[config.mk]
export PLATFORM = sky130hd
export DESIGN_NAME = nibble_packer
export DESIGN_NICKNAME = d
export VERILOG_FILES = /design/src/rtl/nibble_pkg.sv /design/src/rtl/nibble_packer.sv
export SDC_FILE = /design/constraint.sdc
export NUM_CORES = 1
export LEC_CHECK = 0
export ABC_AREA = 1
export ABC_CLOCK_PERIOD_IN_PS = 3400
export CELL_PAD_IN_SITES_DETAIL_PLACEMENT = 0
export CELL_PAD_IN_SITES_GLOBAL_PLACEMENT = 2
export CORE_ASPECT_RATIO = 0.9
export CORE_MARGIN = 1
export CORE_UTILIZATION = 31
export CTS_CLUSTER_SIZE = 20
export DETAILED_ROUTE_END_ITERATION = 6
export PLACE_DENSITY = 0.8
export SYNTH_ARGS = -nofsm -noshare
export SYNTH_HDL_FRONTEND = slang
export SYNTH_SLANG_ARGS = --single-unit
export TNS_END_PERCENT = 30
[constraint.sdc]
create_clock -name clk -period 3.4 [get_ports clk]
set_clock_uncertainty 0.15 [all_clocks]
set_input_delay 0.51 -clock clk [delete_from_list [all_inputs] [get_ports clk]]
set_output_delay 0.51 -clock clk [all_outputs]
set_load 0.02 [all_outputs]
[src/rtl/nibble_pkg.sv]
`default_nettype none
// +---------------------------------------------------------------+
// | nibble_pkg : shared types and helpers for nibble_packer       |
// | Rev 1.0                                                       |
// +---------------------------------------------------------------+
package nibble_pkg;

   localparam int NIB_W = 4;

   typedef enum logic [0:0] {
      FILL  = 1'b0,
      STALL = 1'b1
   } state_t;

   function automatic int clog2(input int n);
      int res;
      res = 0;
      while ((1 << res) < n) res++;
      return res;
   endfunction

endpackage
`default_nettype wire

[src/rtl/nibble_packer.sv]
`default_nettype none
// +---------------------------------------------------------------+
// | nibble_packer : packs NIBBLES nibbles into one valid/ready     |
// | word; optional NIBBLE_PACKER_PARITY_EN adds out_par. Rev 1.0   |
// +---------------------------------------------------------------+
module nibble_packer
   import nibble_pkg::*;
#(
   parameter int NIBBLES = 4
) (
   input  logic                       clk,
   input  logic                       r,
   input  logic                       in_valid,
   input  logic [NIB_W-1:0]           in_d,
   output logic                       in_ready,
   output logic                       out_valid,
   output logic [NIBBLES*NIB_W-1:0]   out_data,
   input  logic                       out_ready,
`ifdef NIBBLE_PACKER_PARITY_EN
   output logic                       out_par,
`endif
   output logic                       ovf
);

   localparam int W  = NIBBLES * NIB_W;
   localparam int CW = clog2(NIBBLES);

   state_t          state;
   logic [CW-1:0]   cnt;
   logic [W-1:0]    asm_word;
   logic [W-1:0]    asm_nxt;
   logic [W-1:0]    load_val;
   logic            accept;
   logic            last;
   logic            reg_free;
   logic            load_new;
   logic            load_drain;

   assign in_ready   = (state == FILL);
   assign accept     = in_valid && in_ready;
   assign last       = (cnt == CW'(NIBBLES - 1));
   assign reg_free   = !out_valid || out_ready;
   assign load_new   = accept && last && reg_free;
   assign load_drain = (state == STALL) && out_ready;

   always_comb begin
      asm_nxt = asm_word;
      asm_nxt[NIB_W*int'(cnt) +: NIB_W] = in_d;
      load_val = load_drain ? asm_word : asm_nxt;
   end

   always_ff @(posedge clk) begin
      if (r) begin
         state     <= FILL;
         cnt       <= '0;
         asm_word  <= '0;
         out_valid <= 1'b0;
         out_data  <= '0;
         ovf       <= 1'b0;
      end else begin
         if (in_valid && !in_ready) ovf <= 1'b1;
         case (state)
            FILL: begin
               if (accept) asm_word <= asm_nxt;
               if (accept && last) begin
                  cnt <= '0;
                  if (reg_free) begin
                     out_data  <= asm_nxt;
                     out_valid <= 1'b1;
                  end else begin
                     state <= STALL;
                  end
               end else begin
                  if (accept) cnt <= cnt + CW'(1);
                  if (out_valid && out_ready) out_valid <= 1'b0;
               end
            end
            STALL: begin
               // out_valid is necessarily high here, so draining keeps it high
               if (out_ready) begin
                  out_data <= asm_word;
                  state    <= FILL;
               end
            end
            default: state <= FILL;
         endcase
      end
   end

`ifdef NIBBLE_PACKER_PARITY_EN
   always_ff @(posedge clk) begin
      if (r) out_par <= 1'b0;
      else if (load_new || load_drain) out_par <= ^load_val;
   end
`endif

endmodule
`default_nettype wire

==> impl_metrics.csv, run 1 <==
group,metric,value,unit
placed_design,portBuffers,26,
hold_path,hold_start,"asm_word[13]",
clock_tree,postCtsSetupRepairBufs,0,
floorplan,io-pin-count,27,
global_route,grt_pass1_wl,8.62,mm
floorplan,die_h,78.7,microns
clock_tree,cts-root-buf,"clkbuf_8",
global_route,grt_max_degree,25,
clock_tree,clk_pin_slew,0.08,ns
setup_path,cp-end-kind,"flop",
clock_tree,cts-resized-gates,0,
clock_tree,cts_sinks,37,
routing,dr.pass1.iters,4,
setup_path,reg2reg_from,"cnt[0]",
cells_and_area,layout.nets,366,
sta,period_needed,2.03,ns
logic_synthesis,ys_types,24,
clock_tree,insertion_delay,0.30,ns
hold_path,min_path_type,"flop to flop",
placed_design,gp_congestion,0.778,
floorplan,core-area,0.00622,sq mm
logic_synthesis,ys_seq_area_share,36.5,%
global_route,track_usage,16.4,%
placed_design,dpl.hpwl,3.60,mm
floorplan,rows,27,
clock_tree,cts_buffer_depth,2,
sta,clock.fmax,493,MHz
clock_tree,cts_made_buffers,5,
floorplan,die_area,0.00687,sq mm
sta,hold_viol_final,0,
setup_path,reg2regPathDepth,9,
placed_design,dp_cells,433,
clock_tree,cts_tree,"yes",
routing,wl_per_cell,11.4,microns
run_status,status,"finished clean",
global_route,overflow,0,
logic_synthesis,syn-num-nets,338,
setup_path,r2r_end,"out_data[7]",
setup_path,critical_path_required,3.48,ns
placed_design,placed_area,0.00236,sq mm
sta,rsz0062_at_grt,"false",
global_route,antenna_found_initial,0,
routing,postRouteAntennaNets,0,
logic_synthesis,avgSynthCellArea,6.24,sq um
setup_path,start_kind,"flop",
setup_path,critPathKind,"flop to flop",
hold_path,hold_path_depth,2,
sta,fin_crit_sh,59.6,%
setup_path,cp.arrival,2.11,ns
sta,setup_viol,0,
routing,drcViolationCount,0,
job,cap_violations,0,
cells_and_area,drive_gt1_share,5.93,%
pwr,ir_worst_vdd,0.186,mV
cells_and_area,seqCellArea,741,sq um
routing,vias,1902,
cells_and_area,finalInstanceArea,0.00245,sq mm
cells_and_area,fin_cells,441,
setup_path,critical_path.startpoint,"cnt[0]",
clock_tree,h-tree-depth,2,
logic_synthesis,ys_warn_count,0,
clock_tree,cts_hold_buf,0,
cells_and_area,area_growth,20.7,%
floorplan,die_w,87.3,microns
pwr,power.leakage,1.29,nW
hold_path,hold-path-endpoint,"asm_word[13]",
setup_path,worstPathMaxFanout,9,
sta,worst_slew_pin_slew,0.348,ns
logic_synthesis,synth.largest_area_cell,"dfxtp_1",
floorplan,start_util,32.6,%
sta,slew-limit-headroom,76.8,%
setup_path,rrSetupSlack,1.37,ns
cells_and_area,antenna_cells,0,
sta,drv_slew,0,
pwr,power_density,376,mW/mm^2
logic_synthesis,yosysTopAreaCellShare,36.5,%
routing,drt_iter0_drc,91,
routing,viasPerCell,4.31,
logic_synthesis,syn-cell-area,0.00203,sq mm
cells_and_area,multi_input_area,0.00101,sq mm
sta,tns,0,ns
routing,routed_wirelength,5.03,mm
cells_and_area,finish.utilization,39.4,%
logic_synthesis,synth-seq-cells,37,
logic_synthesis,synth_area_leaders,"dfxtp_1 (37%), nand2_1 (19%), nor2_1 (11%), inv_1 (9.4%), a21oi_1 (4.9%)",
global_route,grt_pass1_vias,1805,
sta,timing.final.ws_setup,1.37,ns
cells_and_area,fillers,691,
logic_synthesis,synth_cells,325,
placed_design,pre_cts_slack,1.17,ns
critical path, stage by stage, from the launching register on:
cell	delay [ns]
dfxtp_1	0.42
inv_1	0.19
ha_1	0.37
inv_1	0.21
nand2_1	0.07
nor2_1	0.20
nand2_1	0.10
nand2_1	0.09
nand2_1	0.06
a21oi_1	0.12
area by class of cell:
cell class | instances | area share [%]
Inverter | 53 | 8.13
Timing Repair Buffer | 31 | 12.2
Clock inverter | 3 | 0.716
Tap cell | 87 | 4.45
Clock buffer | 5 | 2.81
Multi-Input combinational cell | 225 | 41.5
Sequential cell | 37 | 30.3
metal layers:
metal  GRT usage, %  wire length [microns]
met3           3.22                    203
met5              0                      0
met2           26.6                   2180
met4           5.41                     67
met1           21.8                   2580
cell families (layout without fill, tap and decap cells):
logic type,Yosys count,after routing,synth area share (%)
fa+ha+maj,5,5,3.08
buf+inv,63,92,13.4
compound gates,40,40,10.2
flops,37,37,36.5
simple gates,180,180,36.8
cell usage after synthesis, drive strengths merged:
library cell,instances
ha,5
nor3,2
inv,53
nor2,60
o21ai,17
nand2,103
nand3,11
dfxtp,37
buf,8
a211oi,2
a21oi,20
nand4,4
a31oi,1
clkbuf,2
worst max path at each step:
stage | endpoint | cells past startpoint
final | out_data[7] | 9
after global routing | out_data[5] | 9
after CTS | out_data[5] | 9
after detailed placement | out_data[15] | 8
after global placement | asm_word[2] | 6
after floorplan | out_data[4] | 9
through the flow:
| stage | hold WS (ns) | total power, mW |
|---|---|---|
| after floorplan | 0.295 | 0.570 |
| after global placement | 0.304 | 0.618 |
| after detailed placement | 0.310 | 0.617 |
| after CTS | 0.322 | 0.933 |
| after global routing | 0.339 | 0.968 |
| final | 0.321 | 0.920 |
layout by cell type, fill, tap and decap left out:
cell / synthesis / final
a211oi_1: 2 / 2
a21oi_1: 20 / 20
a31oi_1: 1 / 1
buf_4: 1 / 5
clkbuf_8: 0 / 5
clkdlybuf4s50_1: 0 / 26
clkinv_2: 0 / 2
clkinvlp_4: 0 / 1
dfxtp_1: 37 / 37
ha_1: 5 / 5
inv_1: 51 / 51
inv_2: 2 / 2
nand2_1: 100 / 100
nand2_2: 2 / 2
nand2_4: 1 / 1
nand3_1: 10 / 10
nand3_4: 1 / 1
nand4_1: 4 / 4
nor2_1: 59 / 59
nor2_4: 1 / 1
nor3_1: 1 / 1
nor3_4: 1 / 1
o21ai_0: 16 / 16
o21ai_1: 1 / 1
where the power goes:
part           switching (mW)  total, mW  leakage, nW  internal [mW]
sequential             0.0119      0.462        0.302          0.450
combinational          0.0920      0.143        0.943         0.0512
clock                   0.173      0.315       0.0439          0.142
state kept, by name, indices dropped and copies added, names as in the netlist:
register and flops:
ovf 1, asm_word 16, out_data 16, cnt 2, out_valid 1, state 1
(Power assumes the default switching activity.)
==> run 2: changes to the inputs <==
- ABC_CLOCK_PERIOD_IN_PS: 3400 -> 1900
- CORE_UTILIZATION: 31 -> 29
- PLACE_DENSITY: 0.8 -> 0.76
- clock period: 3.4 -> 1.9 ns (I/O delays scaled with it)
==> impl_metrics.csv, run 2 (synthesis results as in run 1) <==
group,metric,value,unit
cells_and_area,drive_gt1_share,9.39,%
hold_path,hold_path_depth,2,
clock_tree,postCtsSetupRepairBufs,0,
pwr,power_density,659,mW/mm^2
clock_tree,cts_tree,"yes",
hold_path,min_path_type,"flop to flop",
floorplan,start_util,30.5,%
sta,drv_slew,0,
setup_path,cp.arrival,1.34,ns
clock_tree,h-tree-depth,2,
global_route,grt_pass1_vias,1908,
cells_and_area,fillers,771,
cells_and_area,layout.nets,375,
cells_and_area,antenna_cells,0,
setup_path,critPathKind,"flop to primary output",
setup_path,start_kind,"flop",
floorplan,die_area,0.00733,sq mm
sta,worst_slew_pin_slew,0.303,ns
floorplan,die_h,81.3,microns
cells_and_area,multi_input_area,0.00103,sq mm
run_status,status,"finished clean",
global_route,grt_max_degree,25,
clock_tree,cts_made_buffers,5,
sta,timing.final.ws_setup,0.129,ns
floorplan,io-pin-count,27,
sta,fin_crit_sh,93.2,%
routing,vias,1926,
cells_and_area,final_cell_mix,"nand2_1 (100), nor2_1 (54), inv_1 (51), dfxtp_1 (37), clkdlybuf4s50_1 (26)",
clock_tree,clk_pin_slew,0.07,ns
setup_path,worstPathMaxFanout,3,
sta,slew-limit-headroom,79.8,%
global_route,antenna_found_initial,0,
routing,drt_iter0_drc,63,
cells_and_area,final_common_cell,"nand2_1",
global_route,overflow,0,
setup_path,crit_buf_inv,2,
placed_design,gp_congestion,0.778,
routing,drcViolationCount,0,
cells_and_area,area_growth,24.9,%
floorplan,core-area,0.00666,sq mm
routing,wl_per_cell,11.6,microns
setup_path,path_cells,"inv_2 > clkdlybuf4s50_1",
cells_and_area,seqCellArea,741,sq um
clock_tree,cts-root-buf,"clkbuf_8",
routing,viasPerCell,4.26,
sta,hold_viol_final,0,
sta,period_needed,1.77,ns
placed_design,pre_cts_slack,0.0847,ns
setup_path,rrSetupSlack,0.17,ns
routing,postRouteAntennaNets,0,
pwr,p_total,1.67,mW
cells_and_area,largestRegisters,"asm_word x16, out_data x16, cnt x2",
placed_design,portBuffers,26,
routing,routed_wirelength,5.23,mm
routing,dr.pass1.iters,4,
global_route,grt_pass1_wl,9.11,mm
placed_design,dpl.hpwl,3.85,mm
setup_path,cp_slowest_cell,"clkdlybuf4s50_1",
job,cap_violations,0,
setup_path,critical_path_required,1.46,ns
setup_path,slowest_delay,0.65,ns
clock_tree,cts_buffer_depth,2,
floorplan,rows,28,
pwr,power.leakage,1.33,nW
setup_path,reg2regPathDepth,9,
setup_path,cp.depth,2,
pwr,ir_worst_vdd,0.346,mV
clock_tree,insertion_delay,0.28,ns
sta,clock.fmax,565,MHz
floorplan,die_w,90.2,microns
global_route,track_usage,15.9,%
clock_tree,cts_sinks,37,
sta,setup_viol,0,
setup_path,cp-end-kind,"primary output",
setup_path,critical-path-top-delay-family,"buffers and inverters",
==> run 2: changes by cell type in the layout (fill, tap and decap cells not counted), sizes merged <==
| cell | previous run | this run |
|---|---|---|
| buf | 5 | 14 |
| clkbuf | 5 | 7 |
| clkinv | 2 | 0 |
| clkinvlp | 1 | 0 |
==> run 2: metrics by stage <==
step / instance area [sq um] / hold slack (ns) / std cells / utilization [%] / setup TNS, ns
3_3_place_gp: 2430 / 0.304 / 445 / 36.5 / 0
4_1_cts: 2520 / 0.317 / 452 / 37.8 / 0
3_5_place_dp: 2430 / 0.306 / 445 / 36.5 / 0
6_report: 2530 / 0.315 / 452 / 38.1 / 0
2_1_floorplan: 2030 / 0.214 / 325 / - / 0
5_1_grt: 2530 / 0.331 / 452 / 38.1 / -0.0233
==> run 2: repair_timing <==
item,CTS,global route
resized for setup,0,6
hold buffers,0,0
hold endpoints to repair,0,0
setup endpoints to repair,0,25
==> run 2: final cells by class <==
cell class                      count  share of cell area [%]
Timing Repair Buffer               40                    14.4
Sequential cell                    37                    29.2
Tap cell                           90                    4.44
Inverter                           53                    7.85
Clock buffer                        7                    3.41
Multi-Input combinational cell    225                    40.6
==> run 2: where the power goes <==
group          switching, mW  internal, mW  total (mW)
clock                  0.274         0.288       0.562
sequential            0.0211         0.806       0.827
combinational          0.172         0.110       0.281
total                  0.466          1.20        1.67
==> run 2: worst paths after layout <==
kind,startpoint,end
setup / recovery,state,in_ready
hold / removal,asm_word[12],asm_word[12]
setup reg to reg,cnt[0],out_data[4]
hold reg to reg,asm_word[12],asm_word[12]
==> run 2: worst min-delay path: stages, from the launching register on <==
cell,delay [ns]
dfxtp_1,0.31
nand2_1,0.06
a21oi_1,0.05
==> run 2: layer usage <==
metal / part of all wire [%] / track usage (%)
met5: 0 / 0
met4: 0.52 / 4.35
met3: 2.7 / 2.81
met2: 45 / 27.1
met1: 52 / 20.8
==> run 3: changes to the inputs <==
- ABC_AREA: 1 -> 0
- CAP_MARGIN: unset -> 20
- CORE_UTILIZATION: 29 -> 32
- PLACE_DENSITY: 0.76 -> 0.75
==> impl_metrics.csv, run 3 <==
group,metric,value,unit
global_route,track_usage,20.5,%
setup_path,critPathKind,"flop to primary output",
placed_design,portBuffers,26,
setup_path,worstPathMaxFanout,5,
sta,worst_slew_pin_slew,0.476,ns
hold_path,hold_path_depth,2,
setup_path,cp.arrival,1.39,ns
routing,vias,1740,
cells_and_area,antenna_cells,0,
floorplan,core-area,0.00535,sq mm
routing,dr.pass1.iters,5,
logic_synthesis,ys_types,31,
job,cap_violations,0,
clock_tree,cts_buffer_depth,2,
setup_path,critical_path_required,1.46,ns
clock_tree,clk_pin_slew,0.08,ns
setup_path,reg2reg_from,"cnt[1]",
setup_path,reg2regPathDepth,6,
floorplan,die_w,81.2,microns
hold_path,min_path_type,"flop to flop",
hold_path,hold-path-endpoint,"asm_word[15]",
logic_synthesis,syn-num-nets,218,
global_route,overflow,0,
routing,drcViolationCount,0,
routing,wl_per_cell,17.6,microns
pwr,power_density,673,mW/mm^2
sta,clock.fmax,547,MHz
logic_synthesis,avgSynthCellArea,8.80,sq um
cells_and_area,drive_gt1_share,17.3,%
clock_tree,postCtsSetupRepairBufs,0,
sta,fin_crit_sh,96.3,%
setup_path,cp-end-kind,"primary output",
placed_design,dp_cells,302,
sta,setup_viol,0,
cells_and_area,area_growth,31.6,%
cells_and_area,seqCellArea,743,sq um
routing,viasPerCell,5.61,
pwr,power.leakage,0.791,nW
setup_path,slowest_delay,0.65,ns
sta,whs,0.314,ns
setup_path,crit_buf_inv,1,
routing,routed_wirelength,5.46,mm
placed_design,dpl.hpwl,3.81,mm
clock_tree,cts-root-buf,"clkbuf_8",
logic_synthesis,synth_cells,205,
floorplan,die_area,0.00594,sq mm
global_route,grt_pass1_wl,8.96,mm
cells_and_area,largestRegisters,"asm_word x16, out_data x16, cnt x2",
setup_path,start_kind,"flop",
cells_and_area,final_cell_mix,"dfxtp_1 (35), a21oi_1 (31), clkdlybuf4s50_1 (26), buf_4 (20), a211oi_1 (15)",
floorplan,io-pin-count,27,
global_route,grt_max_degree,38,
cells_and_area,fin_cells,310,
floorplan,start_util,33.7,%
cells_and_area,multi_input_area,980,sq um
floorplan,die_h,73.2,microns
global_route,grt_pass1_vias,1725,
logic_synthesis,synth-async-reset-ratio,0,%
cells_and_area,fillers,538,
hold_path,hold_start,"asm_word[15]",
sta,period_needed,1.83,ns
routing,postRouteAntennaNets,0,
sta,drv_slew,0,
sta,slew-limit-headroom,68.2,%
clock_tree,cts_hold_buf,0,
sta,hold_viol_final,0,
sta,rsz0062_at_grt,"false",
logic_synthesis,synth_most_common_cell,"dfxtp_1",
clock_tree,insertion_delay,0.29,ns
routing,drt_iter0_drc,143,
floorplan,rows,25,
logic_synthesis,synth-seq-cells,37,
setup_path,critical-path-top-delay-family,"buffers and inverters",
pwr,ir_worst_vdd,0.383,mV
logic_synthesis,ys_warn_count,0,
setup_path,rrSetupSlack,0.13,ns
cells_and_area,final_common_cell,"dfxtp_1",
global_route,antenna_found_initial,0,
setup_path,path_cells,"clkdlybuf4s50_1",
run_status,status,"finished clean",
logic_synthesis,synth.largest_area_cell,"dfxtp_1",
logic_synthesis,synth_area_leaders,"dfxtp_1 (41%), a21oi_1 (8.6%), a211oi_1 (6.2%), a32oi_1 (5.3%), nand4_1 (4.2%)",
setup_path,cp_slowest_cell,"clkdlybuf4s50_1",
logic_synthesis,yosysTopAreaCellShare,41.1,%
clock_tree,cts_made_buffers,5,
clock_tree,cts_tree,"yes",
clock_tree,cts_sinks,37,
clock_tree,h-tree-depth,2,
logic_synthesis,ys_seq_area_share,41.1,%
logic_synthesis,synth-edff-count,0,
logic_synthesis,syn-cell-area,0.00180,sq mm
cells_and_area,layout.nets,255,
logic_synthesis,synth_ff_type,"dfxtp_1",
placed_design,gp_congestion,0.803,
logic_synthesis,synth_commonest_cells,"dfxtp_1 (37), a21oi_1 (31), a211oi_1 (15), nand2_1 (14)",
setup_path,r2r_end,"asm_word[8]",
## run 3: cell types whose count changed after synthesis, moves of 6 or more
cell and delta:
nand2_1 -86, nor2_1 -50, inv_1 -47, o21ai_0 -15
a211oi_1 +13, o22ai_1 +12, a21oi_1 +11, a32oi_1 +11
nand4_1 +8, nor2b_1 +6
## run 3: per-layer routing
layer  vias up  part of all wire, %  track usage [%]
met2        63                   47             32.3
met5         -                    0                0
met3         4                  4.9             4.00
met1       823                   47             28.3
met4         0                 0.79             5.95
li1        850                    -                -
## run 3: how the worst max path moves through the flow
stage	from	endpoint	cells after the start
6_report	out_valid	out_valid	1
5_1_grt	cnt[1]	asm_word[11]	6
4_1_cts	cnt[1]	asm_word[8]	6
3_5_place_dp	out_ready	out_data[2]	4
3_3_place_gp	out_ready	out_data[1]	4
2_1_floorplan	cnt[0]	out_data[12]	5
## run 3: what timing repair did
item | in CTS | in global routing
resized for setup | 1 | 6
endpoints found under the setup margin | 3 | 10
pin swaps | 1 | 2
## run 3: cell families after synthesis
logic type,synth area share (%)
buf+inv,5.89
fa+ha+maj,3.47
flops,41.1
compound gates,28.2
mux,0.555
simple gates,20.9
## run 3: stage by stage
stage,total power [mW],area (sq um),setup TNS [ns],util [%],setup slack [ns]
6_report,1.60,2370,0,44.4,0.0710
3_5_place_dp,1.06,2270,-0.0214,42.4,-0.0207
2_1_floorplan,0.966,1810,0,-,0.0633
4_1_cts,1.60,2350,0,44.0,0.0135
5_1_grt,1.66,2370,0,44.4,0.0124
3_3_place_gp,1.05,2270,0,42.4,0.0281
## run 3: power by group
group	leakage [nW]	switching, mW	total [mW]	internal (mW)
sequential	0.300	0.00852	0.798	0.790
clock	0.0450	0.286	0.540	0.254
combinational	0.446	0.145	0.259	0.114
## run 3: layout make-up
type,instances,share of cell area (%)
multi-input combinational,145,41.3
sequential,37,31.3
timing repair buffer,49,19.8
tap,67,3.53
clock buffer,6,3.06
inverter,4,0.632
clock inverter,2,0.421
